**config.mk**
```make
export PLATFORM = sky130hd
export DESIGN_NAME = jt12_acc
export DESIGN_NICKNAME = d
export VERILOG_FILES = /design/src/rtl/jt12_pkg.sv /design/src/rtl/jt12_sh_rst.sv /design/src/rtl/jt12_acc.sv
export SDC_FILE = /design/constraint.sdc
export NUM_CORES = 1
export LEC_CHECK = 0
export BUFFER_PORTS_ARGS = -buffer_cell sky130_fd_sc_hd__buf_4
export CAP_MARGIN = 20
export CELL_PAD_IN_SITES_DETAIL_PLACEMENT = 1
export CELL_PAD_IN_SITES_GLOBAL_PLACEMENT = 1
export CORE_ASPECT_RATIO = 0.9
export CORE_MARGIN = 2
export CORE_UTILIZATION = 45
export DETAILED_ROUTE_END_ITERATION = 12
export PLACE_DENSITY_LB_ADDON = 0.1
export SYNTH_ARGS = -nofsm -noshare
export SYNTH_HDL_FRONTEND = slang
export SYNTH_SLANG_ARGS = --single-unit
```
**constraint.sdc**
```tcl
create_clock -name clk -period 10.49 [get_ports clk]
set_input_delay 1.5735 -clock clk [delete_from_list [all_inputs] [get_ports clk]]
set_output_delay 1.5735 -clock clk [all_outputs]
set_load 0.02 [all_outputs]
```
**src/rtl/jt12_pkg.sv**
```systemverilog
// Shared jt12 definitions: slot-group layout, carrier decode and mix saturation.
package jt12_pkg;

    localparam int unsigned NUM_CH    = 6;
    localparam int unsigned NUM_SLOTS = 24;
    localparam int unsigned S1_BASE   = 0;
    localparam int unsigned S3_BASE   = 6;
    localparam int unsigned S2_BASE   = 12;
    localparam int unsigned S4_BASE   = 18;

    localparam int unsigned SLOT_W = 5;
    localparam int unsigned CH_W   = 3;
    localparam int unsigned ALG_W  = 3;
    localparam int unsigned OP_W   = 9;
    localparam int unsigned SUM_W  = 11;
    localparam int unsigned MIX_W  = 14;
    localparam int unsigned OUT_W  = 12;
    localparam int unsigned DAC_W  = 8;

    localparam logic signed [MIX_W-1:0] MIX_MAX = 14'sh07FF;
    localparam logic signed [MIX_W-1:0] MIX_MIN = 14'sh3800;
    localparam logic signed [OUT_W-1:0] OUT_MAX = 12'sh7FF;
    localparam logic signed [OUT_W-1:0] OUT_MIN = 12'sh800;

    // Operator groups in slot order: S1, S3, S2, S4.
    typedef enum logic [1:0] {
        GRP_S1 = 2'd0,
        GRP_S3 = 2'd1,
        GRP_S2 = 2'd2,
        GRP_S4 = 2'd3
    } op_grp_e;

    // Operator group owning a slot.
    function automatic op_grp_e slot_grp(input logic [SLOT_W-1:0] slot);
        op_grp_e grp;
        grp = GRP_S1;
        if (slot >= SLOT_W'(S4_BASE))      grp = GRP_S4;
        else if (slot >= SLOT_W'(S2_BASE)) grp = GRP_S2;
        else if (slot >= SLOT_W'(S3_BASE)) grp = GRP_S3;
        return grp;
    endfunction

    // Channel owning a slot (slot mod 6).
    function automatic logic [CH_W-1:0] slot_ch(input logic [SLOT_W-1:0] slot);
        logic [SLOT_W-1:0] base;
        base = SLOT_W'(S1_BASE);
        case (slot_grp(slot))
            GRP_S3:  base = SLOT_W'(S3_BASE);
            GRP_S2:  base = SLOT_W'(S2_BASE);
            GRP_S4:  base = SLOT_W'(S4_BASE);
            default: base = SLOT_W'(S1_BASE);
        endcase
        return CH_W'(slot - base);
    endfunction

    // True when the operator in this group is a carrier for the algorithm.
    function automatic logic is_carrier(input op_grp_e grp, input logic [ALG_W-1:0] alg);
        logic car;
        car = 1'b1;
        case (grp)
            GRP_S1:  car = (alg == ALG_W'(7));
            GRP_S3:  car = (alg >= ALG_W'(5));
            GRP_S2:  car = (alg >= ALG_W'(4));
            default: car = 1'b1;
        endcase
        return car;
    endfunction

    // Clamp a mix accumulator to the 12-bit output range.
    function automatic logic signed [OUT_W-1:0] sat_mix(input logic signed [MIX_W-1:0] v);
        logic signed [OUT_W-1:0] r;
        r = OUT_W'(v);
        if (v > MIX_MAX)      r = OUT_MAX;
        else if (v < MIX_MIN) r = OUT_MIN;
        return r;
    endfunction

endpackage

```
**src/rtl/jt12_sh_rst.sv**
```systemverilog
// Resettable fixed-length shift register; drop_o is din_i delayed by STAGES enabled cycles.
module jt12_sh_rst #(
    parameter int unsigned WIDTH  = 11,
    parameter int unsigned STAGES = 6
) (
    input  logic             rst,
    input  logic             clk,
    input  logic             en_i,
    input  logic [WIDTH-1:0] din_i,
    output logic [WIDTH-1:0] drop_o
);

    logic [WIDTH-1:0] bits_q [STAGES];

    // Advance every stage by one; reset clears all stages.
    always_ff @(posedge clk or posedge rst) begin
        if (rst) begin
            for (int unsigned i = 0; i < STAGES; i++) bits_q[i] <= '0;
        end else if (en_i) begin
            bits_q[0] <= din_i;
            for (int unsigned i = 1; i < STAGES; i++) bits_q[i] <= bits_q[i-1];
        end
    end

    assign drop_o = bits_q[STAGES-1];

endmodule

```
**src/rtl/jt12_acc.sv**
```systemverilog
// FM channel accumulator: sums carrier operators per channel and mixes channels into a stereo sample.
module jt12_acc
    import jt12_pkg::*;
(
    input  logic                    rst,
    input  logic                    clk,
    input  logic                    zero,
    input  logic signed [OP_W-1:0]  op_result,
    input  logic [ALG_W-1:0]        alg,
    input  logic                    pan_l,
    input  logic                    pan_r,
    input  logic                    dac_en,
    input  logic [DAC_W-1:0]        dac_data,
    output logic signed [SUM_W-1:0] ch_out,
    output logic [CH_W-1:0]         ch_num,
    output logic                    ch_valid,
    output logic signed [OUT_W-1:0] left,
    output logic signed [OUT_W-1:0] right,
    output logic                    sample
);

    logic [SLOT_W-1:0]        slot_q, slot_d, slot_c;
    op_grp_e                  grp_c;
    logic [CH_W-1:0]          ch_c;
    logic                     last_c;
    logic signed [SUM_W-1:0]  contrib_c, head_c, sum_c;
    logic signed [MIX_W-1:0]  gated_l_c, gated_r_c;
    logic signed [MIX_W-1:0]  mix_l_q, mix_l_d, mix_r_q, mix_r_d;
    logic signed [SUM_W-1:0]  ch_out_q, ch_out_d;
    logic [CH_W-1:0]          ch_num_q, ch_num_d;
    logic                     ch_valid_q, ch_valid_d;
    logic signed [OUT_W-1:0]  left_q, left_d, right_q, right_d;
    logic                     sample_q, sample_d;

    // Per-channel partial sums circulate with a 6-cycle period, one stage per channel.
    jt12_sh_rst #(
        .WIDTH  (SUM_W),
        .STAGES (NUM_CH)
    ) u_psum (
        .rst    (rst),
        .clk    (clk),
        .en_i   (1'b1),
        .din_i  (sum_c),
        .drop_o (head_c)
    );

    // Slot decode, channel sum update, stereo mix and output next-state.
    always_comb begin
        slot_c     = zero ? '0 : slot_q;
        grp_c      = slot_grp(slot_c);
        ch_c       = slot_ch(slot_c);
        last_c     = (slot_c == SLOT_W'(NUM_SLOTS - 1));
        contrib_c  = is_carrier(grp_c, alg) ? SUM_W'(op_result) : '0;
        sum_c      = (grp_c == GRP_S1) ? contrib_c : head_c + contrib_c;
        if (last_c && dac_en) sum_c = {dac_data ^ 8'h80, 3'b000};

        gated_l_c  = pan_l ? MIX_W'(sum_c) : '0;
        gated_r_c  = pan_r ? MIX_W'(sum_c) : '0;
        mix_l_d    = mix_l_q;
        mix_r_d    = mix_r_q;
        if (grp_c == GRP_S4) begin
            if (slot_c == SLOT_W'(S4_BASE)) begin
                mix_l_d = gated_l_c;
                mix_r_d = gated_r_c;
            end else begin
                mix_l_d = mix_l_q + gated_l_c;
                mix_r_d = mix_r_q + gated_r_c;
            end
        end

        left_d     = last_c ? sat_mix(mix_l_d) : left_q;
        right_d    = last_c ? sat_mix(mix_r_d) : right_q;
        sample_d   = last_c;
        ch_valid_d = (grp_c == GRP_S4);
        ch_out_d   = ch_valid_d ? sum_c : ch_out_q;
        ch_num_d   = ch_valid_d ? ch_c : ch_num_q;
        slot_d     = last_c ? '0 : slot_c + 1'b1;
    end

    // State and output registers.
    always_ff @(posedge clk or posedge rst) begin
        if (rst) begin
            slot_q     <= '0;
            mix_l_q    <= '0;
            mix_r_q    <= '0;
            ch_out_q   <= '0;
            ch_num_q   <= '0;
            ch_valid_q <= 1'b0;
            left_q     <= '0;
            right_q    <= '0;
            sample_q   <= 1'b0;
        end else begin
            slot_q     <= slot_d;
            mix_l_q    <= mix_l_d;
            mix_r_q    <= mix_r_d;
            ch_out_q   <= ch_out_d;
            ch_num_q   <= ch_num_d;
            ch_valid_q <= ch_valid_d;
            left_q     <= left_d;
            right_q    <= right_d;
            sample_q   <= sample_d;
        end
    end

    assign ch_out   = ch_out_q;
    assign ch_num   = ch_num_q;
    assign ch_valid = ch_valid_q;
    assign left     = left_q;
    assign right    = right_q;
    assign sample   = sample_q;

endmodule

```
* Yosys cells after proc, flatten, opt, wreduce, memory -nomap -nowiden
Index checks and enable logic that the tools add are counted.
Operators by class: mux-type cells 20, add/sub/neg operators 5, reductions and logical operators 2, bitwise logic cells 1, order comparisons 9, equality and inequality tests 6
Operator list (count):
- 14-bit two-way mux | 6
- 12-bit two-way mux | 4
- 11-bit two-way mux | 3
- 14-bit adder | 2
- 14-bit by 12-bit greater-than comparator with 1-bit output, second input constant | 2
- 14-bit by 12-bit < comparator with 1-bit output, second input constant | 2
- 11-bit adder | 1
- 5-bit == test, second input constant | 2
- 5-bit two-way mux | 2
- 3-bit case mux with 3 select lines | 1
- 3-bit >= comparator, second input constant | 2
- 5-bit by 1-bit adder with 5-bit output, second input constant | 1
- 5-bit by 3-bit >= comparator with 1-bit output, second input constant | 1
- 5-bit by 4-bit >= comparator with 1-bit output, second input constant | 1
- 5-bit >= comparator, second input constant | 1
- 2-bit == test, second input constant | 2
- 2-bit two-way mux | 2
- 3-bit == test, second input constant | 1
- 1-bit case mux with 3 select lines | 1
- 3-bit subtractor | 1
- 2-bit by 1-bit == test with 1-bit output, second input constant | 1
- 2-bit zero test | 1
- 1-bit logical AND | 1
- 1-bit two-way mux | 1
- 1-bit NOT | 1
Storage, ports and cells: bits in registers 139, bits of input ports 26, output and inout bits 40

* Depth between registers and ports, before layout
word-level depth 18, depth in mapped cells 34, depth with buffers taken out 31

* Modules after synthesis
From an unflattened synthesis, not the netlist that was laid out.
Unflattened totals: cells, all modules 798, area, all modules 8331.7 um^2
Modules (own cells, without submodules):
- jt12_acc | instances 1, area an instance 5634.2 um^2, cells an instance 647
- jt12_sh_rst | instances 1, area an instance 2697.6 um^2, cells an instance 151

* Worst setup path before layout
No wires, ideal clock.
path kind input -> register, start in zero, end reg left_q[0], in the netlist left[0], slack 2.890 ns, cell stages on the path 28, required time 10.364 ns, arrival 7.474 ns, library setup time 0.126 ns, cells stage by stage clkbuf_1 > a21oi_1 > inv_1 > ha_1 > a21o_1 > a221o_1 > a21o_1 > clkbuf_1 > and2_1 > ha_1 > a21o_1 > a21o_1 > a211oi_1 > nor2_1 > a211o_1 > a21oi_1 > and2_1 > ha_1 > and3_1 > a221o_1 > a21oi_1 > o21ai_1 > a311o_1 > a22o_1 > or2_1 > o211a_1 > buf_6 > a221o_1
On the way: longest elaborated chain between the ends 18
Ends and longest elaborated chain:
- start, declared | line jt12_acc.sv:7 | input logic zero,
- 5-bit two-way mux * | line jt12_acc.sv:49 | slot_c = zero ? '0 : slot_q;
- 5-bit by 3-bit >= comparator with 1-bit output | line jt12_pkg.sv:39 | else if (slot >= SLOT_W'(S3_BASE)) grp = GRP_S3;
- 1-bit two-way mux | line jt12_pkg.sv:39
- 2-bit two-way mux | line jt12_pkg.sv:38 | else if (slot >= SLOT_W'(S2_BASE)) grp = GRP_S2;
- 2-bit two-way mux | line jt12_pkg.sv:37 | if (slot >= SLOT_W'(S4_BASE)) grp = GRP_S4;
- 2-bit == test, or another cell as far along | line jt12_pkg.sv:60 | case (grp)
- 1-bit case mux with 3 select lines | line jt12_pkg.sv:60
- 11-bit two-way mux | line jt12_acc.sv:53 | contrib_c = is_carrier(grp_c, alg) ? SUM_W'(op_result) : '0;
- [... 3 more ...]
- net sum_c[5] | line jt12_acc.sv:26 | logic signed [SUM_W-1:0] contrib_c, head_c, sum_c;
- 14-bit two-way mux * | line jt12_acc.sv:57 | gated_l_c = pan_l ? MIX_W'(sum_c) : '0;
- 14-bit adder * | line jt12_acc.sv:66 | mix_l_d = mix_l_q + gated_l_c;
- 14-bit two-way mux * | line jt12_acc.sv:62 | if (slot_c == SLOT_W'(S4_BASE)) begin
- 14-bit two-way mux * | line jt12_acc.sv:61 | if (grp_c == GRP_S4) begin
- net mix_l_d[12] | line jt12_acc.sv:28 | logic signed [MIX_W-1:0] mix_l_q, mix_l_d, mix_r_q, mix_r_d;
- 14-bit by 12-bit < comparator with 1-bit output | line jt12_pkg.sv:74 | else if (v < MIX_MIN) r = OUT_MIN;
- 12-bit two-way mux | line jt12_pkg.sv:74
- 12-bit two-way mux * | line jt12_pkg.sv:73 | if (v > MIX_MAX) r = OUT_MAX;
- end signal, assigned | line jt12_acc.sv:99 | left_q <= left_d;
- end, declared | line jt12_acc.sv:32 | logic signed [OUT_W-1:0] left_q, left_d, right_q, right_d;
The timed path passes the listed nets; every way through them passes the cells marked *. A chain may end at the register's enable or synchronous reset.

* Worst setup path in the final report
start in zero, end reg right_q[0], in the netlist right[0]
On the way: longest elaborated chain between the ends 18
Ends and longest elaborated chain:
- 5-bit two-way mux * | line jt12_acc.sv:49
- 5-bit by 3-bit >= comparator with 1-bit output | line jt12_pkg.sv:39
- 1-bit two-way mux | line jt12_pkg.sv:39
- 2-bit two-way mux | line jt12_pkg.sv:38
- 2-bit two-way mux | line jt12_pkg.sv:37
- 2-bit == test, or another cell as far along | line jt12_pkg.sv:60
- 1-bit case mux with 3 select lines | line jt12_pkg.sv:60
- 11-bit two-way mux | line jt12_acc.sv:53
- [... 3 more ...]
- net sum_c[7] | line jt12_acc.sv:26
- 14-bit two-way mux * | line jt12_acc.sv:58 | gated_r_c = pan_r ? MIX_W'(sum_c) : '0;
- 14-bit adder | line jt12_acc.sv:67 | mix_r_d = mix_r_q + gated_r_c;
- 14-bit two-way mux * | line jt12_acc.sv:62
- 14-bit two-way mux * | line jt12_acc.sv:61
- 14-bit by 12-bit < comparator with 1-bit output | line jt12_pkg.sv:74
- 12-bit two-way mux | line jt12_pkg.sv:74
- 12-bit two-way mux * | line jt12_pkg.sv:73
- end signal, assigned | line jt12_acc.sv:100 | right_q <= right_d;
- end, declared | line jt12_acc.sv:32
Marked as above.

==> results.py <==
metrics = {
    "outcome": {
        "status": "complete, no violations",
    },
    "yosys": {
        "synth_top_cell_area_share_pct": 48.8,
        "async_flop_share_pct": 100,
        "synth_area_leaders": "dfrtp_1 49%, ha_1 7.4%, a21oi_1 3.7%",
        "synth_ff_type": "dfrtp_1",
        "yosysTopAreaCell": "dfrtp_1",
        "synth_commonest_cells": "139 x dfrtp_1, 54 x nor2_1, 53 x a21oi_1, 43 x nand2_1, 42 x ha_1",
        "synth.net_count": 737,
        "syn_inst": 666,
        "synthDistinctLibCells": 73,
        "synth-edff-count": 0,
        "ys_warn_count": 0,
        "ys_seq_area_share_pct": 48.8,
        "synth-seq-cells": 139,
        "synth.avg_cell_area_um2": 10.7,
        "yosysMostFrequentCell": "dfrtp_1",
        "synth_area_mm2": 0.00712,
    },
    "die": {
        "rows": 43,
        "die_height_um": 123,
        "die_area_mm2": 0.0169,
        "boundaryPins": 66,
        "die_width_um": 137,
        "initial_core_util_pct": 46.1,
        "core_region_area_mm2": 0.0154,
    },
    "timing": {
        "tightest_slew_ns": 0.849,
        "maxSlewHeadroom_pct": 41.9,
        "final.setup.tns_ns": 0,
        "hold-worst-slack_ns": 0.342,
        "setup_violations": 0,
        "period_needed_ns": 9.34,
        "worst_slack_ns": 1.15,
        "finalCritPeriodShare_pct": 89.0,
        "rsz0062_at_grt": "false",
        "finalMaxSlewViolations": 0,
        "skew_ns": 0.00619,
        "clock.fmax_ghz": 0.107,
        "finalHoldViolations": 0,
    },
    "cells_and_area": {
        "n_antenna_cell": 0,
        "nFillCells": 1654,
        "regArea_mm2": 0.00348,
        "drive_above_1_share_pct": 19.0,
        "fin_nets": 797,
        "layout.cells.non_filler": 940,
        "syn2layout_area_growth_pct": 17.7,
        "design_area_mm2": 0.00839,
        "multi_input_area_mm2": 0.00344,
    },
    "placed_design": {
        "placed_area_mm2": 0.00778,
        "dpl.cell_count": 909,
        "port_buffers": 65,
        "routabilityCongestion": 0.863,
        "place.detailed.hpwl_um": 13400,
        "dp_slack_ns": 0.854,
    },
    "clock_network": {
        "path_clk_slew_ns": 0.06,
        "cts_hold_buf": 0,
        "post-cts-setup-buffer-count": 0,
        "numCtsBuffers": 17,
        "cts_resized": 0,
        "clock_sinks": 139,
        "cts_tree": "done",
        "cts.htree.levels": 4,
        "clk_latency_ns": 0.43,
        "cts-root-buf": "clkbuf_16",
        "clk_path_buf_depth": 2,
    },
    "pwr": {
        "peakVddDrop_mv": 0.123,
        "leakage_nw": 4.20,
        "p_per_area_mw_per_mm2": 159,
    },
    "worst_setup_path": {
        "r2r_cells": 29,
        "reg2reg_from": "slot_q[2]",
        "crit_end": "right[0]",
        "arrival_ns": 9.66,
        "end_kind": "flip-flop",
        "regToRegSetupSlack_ns": 1.60,
        "worstSetupStartpointType": "input port",
        "cp.required_ns": 10.82,
        "r2r_end": "right[0]",
        "crit_path_start": "zero",
        "path_class": "in2reg",
        "path_max_fanout": 24,
    },
    "global_routing": {
        "grt_max_degree": 75,
        "use_met2_pct": 41.9,
        "met1_usage_pct": 32.3,
        "overflow": 0,
        "grt_util_met3_pct": 4.35,
        "antenna_found_initial": 0,
        "grt_pass1_wl_um": 31500,
        "top_usage_layer": "met2",
        "grt_usage_pct": 24.7,
        "grt_pass1_vias": 5942,
    },
    "route": {
        "drtAntennaViolNets": 0,
        "drc": 0,
        "wire_per_inst_um": 20.8,
        "first_pass_iters": 5,
        "routed_wl_um": 19500,
        "vias": 5488,
        "vias_per_cell": 5.84,
        "first_iter_violations": 269,
    },
    "min_path": {
        "hold_path_class": "reg2reg",
    },
    "job": {
        "maxCapViolCount": 0,
    },
}
-- through the flow --
| step | util, % | power [mW] |
|---|---|---|
| floorplan | - | 0.677 |
| global placement | 50.4 | 0.716 |
| detailed placement | 50.4 | 0.723 |
| CTS | 54.3 | 1.35 |
| global route | 54.3 | 1.39 |
| finish | 54.3 | 1.34 |
-- area by class of cell --
cell class                 instances  share of cell area [%]
timing repair buffer              72                    6.44
sequential                       139                    41.5
inverter                          18                   0.865
tap                              202                    3.01
clock inverter                    13                    2.00
clock buffer                      18                    5.24
multi-input combinational        478                    41.0
-- worst max-delay path, stage by stage --
cell and delay (ns):
buf_4 0.15, a21oi_1 0.46, inv_1 0.16, ha_1 0.53
a21o_1 0.29, a221o_1 0.30, a21o_1 0.35, and2_1 0.26
ha_1 0.28, a21o_1 0.18, a21o_1 0.22, a211oi_1 0.32
o21ai_0 0.25, nand2_1 0.13, xor2_1 0.06, o21ai_0 0.47
o21a_1 0.34, and2_1 0.16, ha_1 0.20, inv_1 0.09
a2111oi_0 0.68, o2111ai_1 0.28, a21oi_1 0.29, nor4_1 0.08
and4_1 0.24, a2111oi_4 0.36, nand3_1 0.60, o211ai_1 0.35
-- how the worst min path moves through the flow --
| stage | slack, ns | cells after the start | to | startpoint |
|---|---|---|---|---|
| 3_5_place_dp | 0.34 | 0 | u_psum.bits_q[44] | u_psum.bits_q[55] |
| 2_1_floorplan | 0.33 | 0 | u_psum.bits_q[11] | u_psum.bits_q[22] |
| 3_3_place_gp | 0.33 | 0 | u_psum.bits_q[22] | u_psum.bits_q[33] |
| 6_report | 0.34 | 0 | u_psum.bits_q[37] | u_psum.bits_q[48] |
| 5_1_grt | 0.35 | 0 | u_psum.bits_q[37] | u_psum.bits_q[48] |
| 4_1_cts | 0.34 | 0 | u_psum.bits_q[37] | u_psum.bits_q[48] |
-- report_power, final --
part           switching (mW)  leakage (nW)  internal, mW  total, mW
Sequential             0.0163          1.88         0.564      0.581
Combinational          0.0813          2.02        0.0540      0.135
Clock                   0.239         0.293         0.381      0.619
Total                   0.336          4.20         0.999       1.34
-- placed cells by master (no fill, tap or decap), drive strengths merged, types with 4 or more instances in the layout --
cell type  Yosys  layout
a21o          16      16
a21oi         55      55
mux2          13      13
ha            42      42
clkinv         0       5
clkbuf        21      18
o21a           4       4
nand4          5       5
a211oi         5       5
a31oi         12      12
or3            4       4
or2            4       4
xor2          14      14
nor3           6       6
mux2i          5       5
inv           18      21
and2          35      35
o21ai         20      20
dfrtp        139     139
nor2b         12      12
nand2b         8       8
o211ai         9       9
a211o          6       6
a22oi          7       7
nor2          54      54
nand2         43      43
o311ai         5       5
nand3          8       8
buf           10      72
a221o         15      15
a22o           4       4
xnor2         12      12
and3           7       7
-- registers in the layout, summed over array words and instances, names as in the netlist --
signal / cells
ch_valid: 1
ch_num: 3
mix_r_q: 14
sample: 1
u_psum.bits_q: 55
slot_q: 5
right: 12
ch_out: 11
u_psum.drop_o: 11
mix_l_q: 14
left: 12
-- kinds of logic after synthesis --
| kind of cell | count (synthesis) | synth area share [%] |
|---|---|---|
| adder cells (fa/ha/maj) | 45 | 8.22 |
| AND/OR/NAND/NOR | 202 | 14.7 |
| XOR/XNOR | 26 | 3.20 |
| multiplexers | 18 | 2.76 |
| buffers and inverters | 49 | 3.06 |
| AO/OA/AOI/OAI | 187 | 19.2 |
| flip-flops | 139 | 48.8 |
-- per-layer routing --
metal  vias to the layer above  part of all wire [%]  wire, µm
met1                      2817                    46      8970
met3                        28                   4.2       826
met5                         -                     0         0
met2                       121                    48      9440
li1                       2522                     -         -
met4                         0                   1.5       300
No activity file was read; power rests on OpenSTA's default activity.
